## src/rtl/fifo_pkg.sv

```systemverilog
// Shared definitions for the FIFO family: read-side output-stage state encodings.
package fifo_pkg;

  localparam logic [1:0] ST_EMPTY = 2'd0;
  localparam logic [1:0] ST_LOAD  = 2'd1;
  localparam logic [1:0] ST_HOLD  = 2'd2;

  typedef enum logic [1:0] {
    EMPTY = ST_EMPTY,
    LOAD  = ST_LOAD,
    HOLD  = ST_HOLD
  } rd_state_e;

endpackage

```

## src/rtl/gray2bin.sv

```systemverilog
// Gray-code to binary converter; each binary bit is the XOR of all Gray bits at or above it.
module gray2bin #(
  parameter int N = 4
) (
  input  logic [N-1:0] gray,
  output logic [N-1:0] bin
);

  always_comb begin
    bin = '0;
    for (int i = 0; i < N; i++) begin
      bin[i] = ^(gray >> i);
    end
  end

endmodule

```

## src/rtl/fifo_async_read_ctrl.sv

```systemverilog
// Read-side controller of an async FIFO with a first-word-fall-through output stage.
// The output stage is either fed straight from memory (LOAD) or from a holding register (HOLD).
module fifo_async_read_ctrl
  import fifo_pkg::*;
#(
  parameter int WIDTH     = 8,
  parameter int PTR_WIDTH = 4,
  parameter int AE_THRESH = 1
) (
  input  logic                 read_clk,
  input  logic                 nrst_in,
  input  logic                 read_in,
  input  logic [PTR_WIDTH-1:0] wptr_g_sync_in,
  input  logic [WIDTH-1:0]     rdata_mem_in,
  output logic                 rd_en_mem_out,
  output logic [PTR_WIDTH-2:0] raddr_out,
  output logic [PTR_WIDTH-1:0] rptr_b_out,
  output logic [PTR_WIDTH-1:0] rptr_g_out,
  output logic [WIDTH-1:0]     data_out,
  output logic                 valid_out,
  output logic                 empty_out,
  output logic [PTR_WIDTH-1:0] level_out,
  output logic                 almost_empty_out,
  output logic                 underflow_out
);

  localparam logic [PTR_WIDTH-1:0] AE_LVL = PTR_WIDTH'(AE_THRESH);

  rd_state_e              state, state_next;
  logic [WIDTH-1:0]       hold_q;
  logic [PTR_WIDTH-1:0]   wptr_b;
  logic [PTR_WIDTH-1:0]   rptr_b_next;
  logic [PTR_WIDTH-1:0]   level_next;
  logic                   mem_has_data;
  logic                   fetch;
  logic                   capture;

  gray2bin #(.N(PTR_WIDTH)) u_wptr_g2b (
    .gray (wptr_g_sync_in),
    .bin  (wptr_b)
  );

  assign mem_has_data = (rptr_g_out != wptr_g_sync_in);

  always_comb begin
    state_next = state;
    fetch      = 1'b0;
    capture    = 1'b0;
    case (state)
      EMPTY: begin
        if (mem_has_data) begin
          fetch      = 1'b1;
          state_next = LOAD;
        end
      end
      LOAD, HOLD: begin
        if (read_in) begin
          if (mem_has_data) begin
            fetch      = 1'b1;
            state_next = LOAD;
          end else begin
            state_next = EMPTY;
          end
        end else if (state == LOAD) begin
          capture    = 1'b1;
          state_next = HOLD;
        end
      end
      default: state_next = EMPTY;
    endcase
  end

  // Level counts against the post-edge pointer so a word just fetched is
  // counted once, in the output stage, not also in memory.
  always_comb begin
    rptr_b_next = rptr_b_out + {{(PTR_WIDTH-1){1'b0}}, fetch};
    level_next  = wptr_b - rptr_b_next + {{(PTR_WIDTH-1){1'b0}}, (state_next != EMPTY)};
  end

  always_ff @(posedge read_clk or negedge nrst_in) begin
    if (!nrst_in) begin
      state            <= EMPTY;
      rptr_b_out       <= '0;
      rptr_g_out       <= '0;
      level_out        <= '0;
      almost_empty_out <= 1'b1;
      underflow_out    <= 1'b0;
      hold_q           <= '0;
    end else begin
      state            <= state_next;
      rptr_b_out       <= rptr_b_next;
      rptr_g_out       <= rptr_b_next ^ (rptr_b_next >> 1);
      level_out        <= level_next;
      almost_empty_out <= (level_next <= AE_LVL);
      underflow_out    <= read_in && (state == EMPTY);
      if (capture) begin
        hold_q <= rdata_mem_in;
      end
    end
  end

  assign rd_en_mem_out = fetch;
  assign raddr_out     = rptr_b_out[PTR_WIDTH-2:0];
  assign data_out      = (state == LOAD) ? rdata_mem_in : hold_q;
  assign valid_out     = (state != EMPTY);
  assign empty_out     = ~valid_out;

endmodule

```

## config.mk

```make
export PLATFORM = sky130hd
export DESIGN_NAME = fifo_async_read_ctrl
export DESIGN_NICKNAME = d
export VERILOG_FILES = /design/src/rtl/fifo_pkg.sv /design/src/rtl/gray2bin.sv /design/src/rtl/fifo_async_read_ctrl.sv
export SDC_FILE = /design/constraint.sdc
export NUM_CORES = 1
export LEC_CHECK = 0
export ABC_AREA = 1
export CAP_MARGIN = 5
export CORE_AREA = 2 2 73 68
export DETAILED_ROUTE_END_ITERATION = 12
export DIE_AREA = 0 0 75 70
export PLACE_DENSITY_LB_ADDON = 0.12
export SETUP_SLACK_MARGIN = 0.3
export SYNTH_ARGS = -nofsm -noshare
export SYNTH_HDL_FRONTEND = slang
export SYNTH_HIERARCHICAL = 1
export SYNTH_SLANG_ARGS = --single-unit
```

## constraint.sdc

```tcl
create_clock -name read_clk -period 2.7 [get_ports read_clk]
set_input_delay 0.54 -clock read_clk [delete_from_list [all_inputs] [get_ports read_clk]]
set_output_delay 0.54 -clock read_clk [all_outputs]
set_load 0.005 [all_outputs]
```

==> out/results.tsv, run 1 <==
metric	value	unit
max_slew_margin	0.726	
cap_violations	0	
maxSlewViolCount	0	
cts_root_buffer	clkbuf_8	
tightest_slew	0.410	ns
numCtsBuffers	3	
fin_util	0.500	
hold_viol	0	
num_io_pins	43	
outcome	complete, no violations	
drt-initial-drc-count	22	
vdd_ir_drop_max	0.892	mV
fmax	373	MHz
clk_pin_slew	0.09	ns
dp_slack	-0.537	ns
wire_per_inst	11.1	um
yosysTopAreaCell	dfrtp_1	
syn_inst	182	
synth_most_common_cell	nand2_1	
cts_buffer_depth	2	
gp_congestion	0.766	
grt_setup_unrepaired	yes	
worst_slack	0.0203	ns
setup_viol	0	
antenna_left	0	
crit_start	state[0]	
multiInputGateArea	815	sq um
crit_fanout	3	
r2r_cells	18	
cts.sinks	23	
synth_area	0.00141	sq mm
nets	276	
synth_seq_cells	23	
drc	0	
finalWirelength	3470	um
r2r-end	level_out[3]	
worstSetupStartpointType	flip-flop	
fillers	458	
yosysTopAreaCellShare	0.392	
fp-row-count	24	
clock_latency	0.27	ns
cts_tree	done	
start_util	0.306	
synth-edff-count	0	
vias	1282	
port_buffers	42	
ys_top_cells_by_area	dfrtp_1 39%, nand2_1 14%, ha_1 9.8%, inv_1 9.6%, a21oi_1 4.6%	
synthArstFlopShare	1.00	
grt_pass1_wl	5350	um
critical_path_class	flip-flop to flip-flop	
core-area	0.00459	sq mm
dieArea	0.00525	sq mm
dp_hpwl	2520	um
synth_ff_type	dfrtp_1	
rrSetupSlack	0.02	ns
fin_crit	2.68	ns
ys_seq_area_frac	0.411	
design_area	0.00230	sq mm
grt.overflow.total	0	
synth_nets	209	
dr.pass1.iters	4	
hp-class	flip-flop to flip-flop	
die_w	75	um
antennaDiodeCount	0	
ys_warn_count	6	
yosysUniqueCellTypes	21	
antenna_found_initial	0	
period_share	0.992	
htreeDepth	1	
track_usage	0.135	
synthTopCellsByCount	52 x nand2_1, 36 x inv_1, 22 x dfrtp_1	
finalClockSkew	0.00833	ns
required	2.87	ns
routed_via_density	4.10	
grt_max_degree	24	
worst_ep_arrival_time	2.85	ns
place_area	0.00212	sq mm
endpoint_kind	flip-flop	
fp.dieH	70	um
p_leak	0.00121	uW
powerDensity	1580	mW/mm^2
syn_to_final_growth	63.5	%
final-seq-area	577	sq um
syn_area_per_cell	7.72	sq um
postCtsHoldBufs	0	
crit_end	level_out[3]	
r2r_start	state[0]	
drive_gt1_frac	0.258	
grt_pass1_vias	1177	
fin_setup_tns	0	ns
## worst min path at each step
stage / endpoint / slack, ns / start / cells past startpoint
2_1_floorplan: hold_q[0] / 0.24 / nrst_in / 0
3_3_place_gp: hold_q[1] / 0.47 / hold_q[1] / 2
3_5_place_dp: hold_q[6] / 0.48 / hold_q[6] / 2
4_1_cts: hold_q[6] / 0.50 / hold_q[6] / 2
5_1_grt: hold_q[7] / 0.53 / hold_q[7] / 2
6_report: hold_q[6] / 0.50 / hold_q[6] / 2
## worst max-delay path, stage by stage, from the launching register on
cell     delay, ns
dfrtp_1       0.37
inv_2         0.05
ha_4          0.27
nand2_2       0.05
a21oi_2       0.16
nand2_2       0.08
inv_2         0.08
ha_4          0.14
ha_4          0.14
xor2_4        0.15
inv_2         0.06
ha_4          0.21
ha_4          0.31
nand3_4       0.08
nand2_1       0.09
nand2_2       0.06
nand2_2       0.07
nand2_2       0.05
and2_4        0.14
## cell usage in the layout, fill, tap and decap left out, types with 2 or more instances in the layout
master | synthesis | routed
nand2_1 | 52 | 47
nand3_1 | 6 | 3
dfrtp_1 | 22 | 22
ha_4 | 0 | 7
clkbuf_8 | 0 | 3
ha_1 | 11 | 3
nor2_2 | 1 | 2
dlygate4sd2_1 | 0 | 5
inv_2 | 0 | 4
o21ai_0 | 9 | 9
a21oi_2 | 0 | 3
inv_1 | 36 | 32
nand3_2 | 0 | 2
xnor2_1 | 3 | 2
nand2_2 | 1 | 6
clkdlybuf4s50_1 | 0 | 28
a21oi_1 | 13 | 9
buf_4 | 6 | 27
dlymetal6s2s_1 | 0 | 8
nor2_1 | 10 | 9
xor2_1 | 3 | 3
## metrics by stage
stage | cells | hold slack, ns | power, uW
2_1_floorplan | 182 | 0.244 | 2010
3_3_place_gp | 303 | 0.470 | 3020
3_5_place_dp | 303 | 0.479 | 3030
4_1_cts | 312 | 0.501 | 3480
5_1_grt | 313 | 0.529 | 4000
6_report | 313 | 0.497 | 3640
## where the power goes
part / switching, uW / internal [uW]
clock network: 115 / 106
registers: 119 / 539
logic: 1180 / 1580
total: 1420 / 2220
## state kept, by name, indices dropped and copies added, names as in the netlist
name              flops
almost_empty_out      1
hold_q                8
level_out             4
rptr_b_out            4
rptr_g_out            3
state                 2
underflow_out         1
## kinds of logic (layout without fill, tap and decap cells)
group | Yosys count | after routing | synth area share
DFF | 23 | 23 | 0.411
buffers and inverters | 44 | 110 | 0.135
and+or+nand+nor | 73 | 73 | 0.209
AOI/OAI and AO/OA | 23 | 23 | 0.0837
xor gates and xnor gates | 7 | 7 | 0.0490
adders and majority gates | 12 | 12 | 0.112
## timing repair
action	CTS	global route
pin swaps	9	8
setup buffers	5	1
gates resized for setup	13	18
endpoints found under the setup margin	13	13
## routing by layer
layer	routed length [um]	GRT usage	part of all wire
met5	0	0	0
met4	63	0.0437	0.018
met3	122	0.0361	0.035
met2	1650	0.220	0.48
met1	1630	0.172	0.47
## layout make-up
| class | instances | share of cell area |
|---|---|---|
| flip-flops and latches | 23 | 0.251 |
| inverters | 36 | 0.0588 |
| clock buffers | 4 | 0.0196 |
| multi-input cells | 115 | 0.355 |
| well taps | 65 | 0.0354 |
| repair buffers | 70 | 0.281 |
Power figures use the tool's default switching activity.
==> inputs of run 2 (changes only) <==
--- a/config.mk
+++ b/config.mk
@@ -6,7 +6,7 @@
 export NUM_CORES = 1
 export LEC_CHECK = 0
 export ABC_AREA = 1
-export CAP_MARGIN = 5
+export CAP_MARGIN = 15
 export CORE_AREA = 2 2 73 68
 export DETAILED_ROUTE_END_ITERATION = 12
 export DIE_AREA = 0 0 75 70
==> results of run 2 <==
Same layout as run 1: the final DEF is identical, and so are final timing and power.
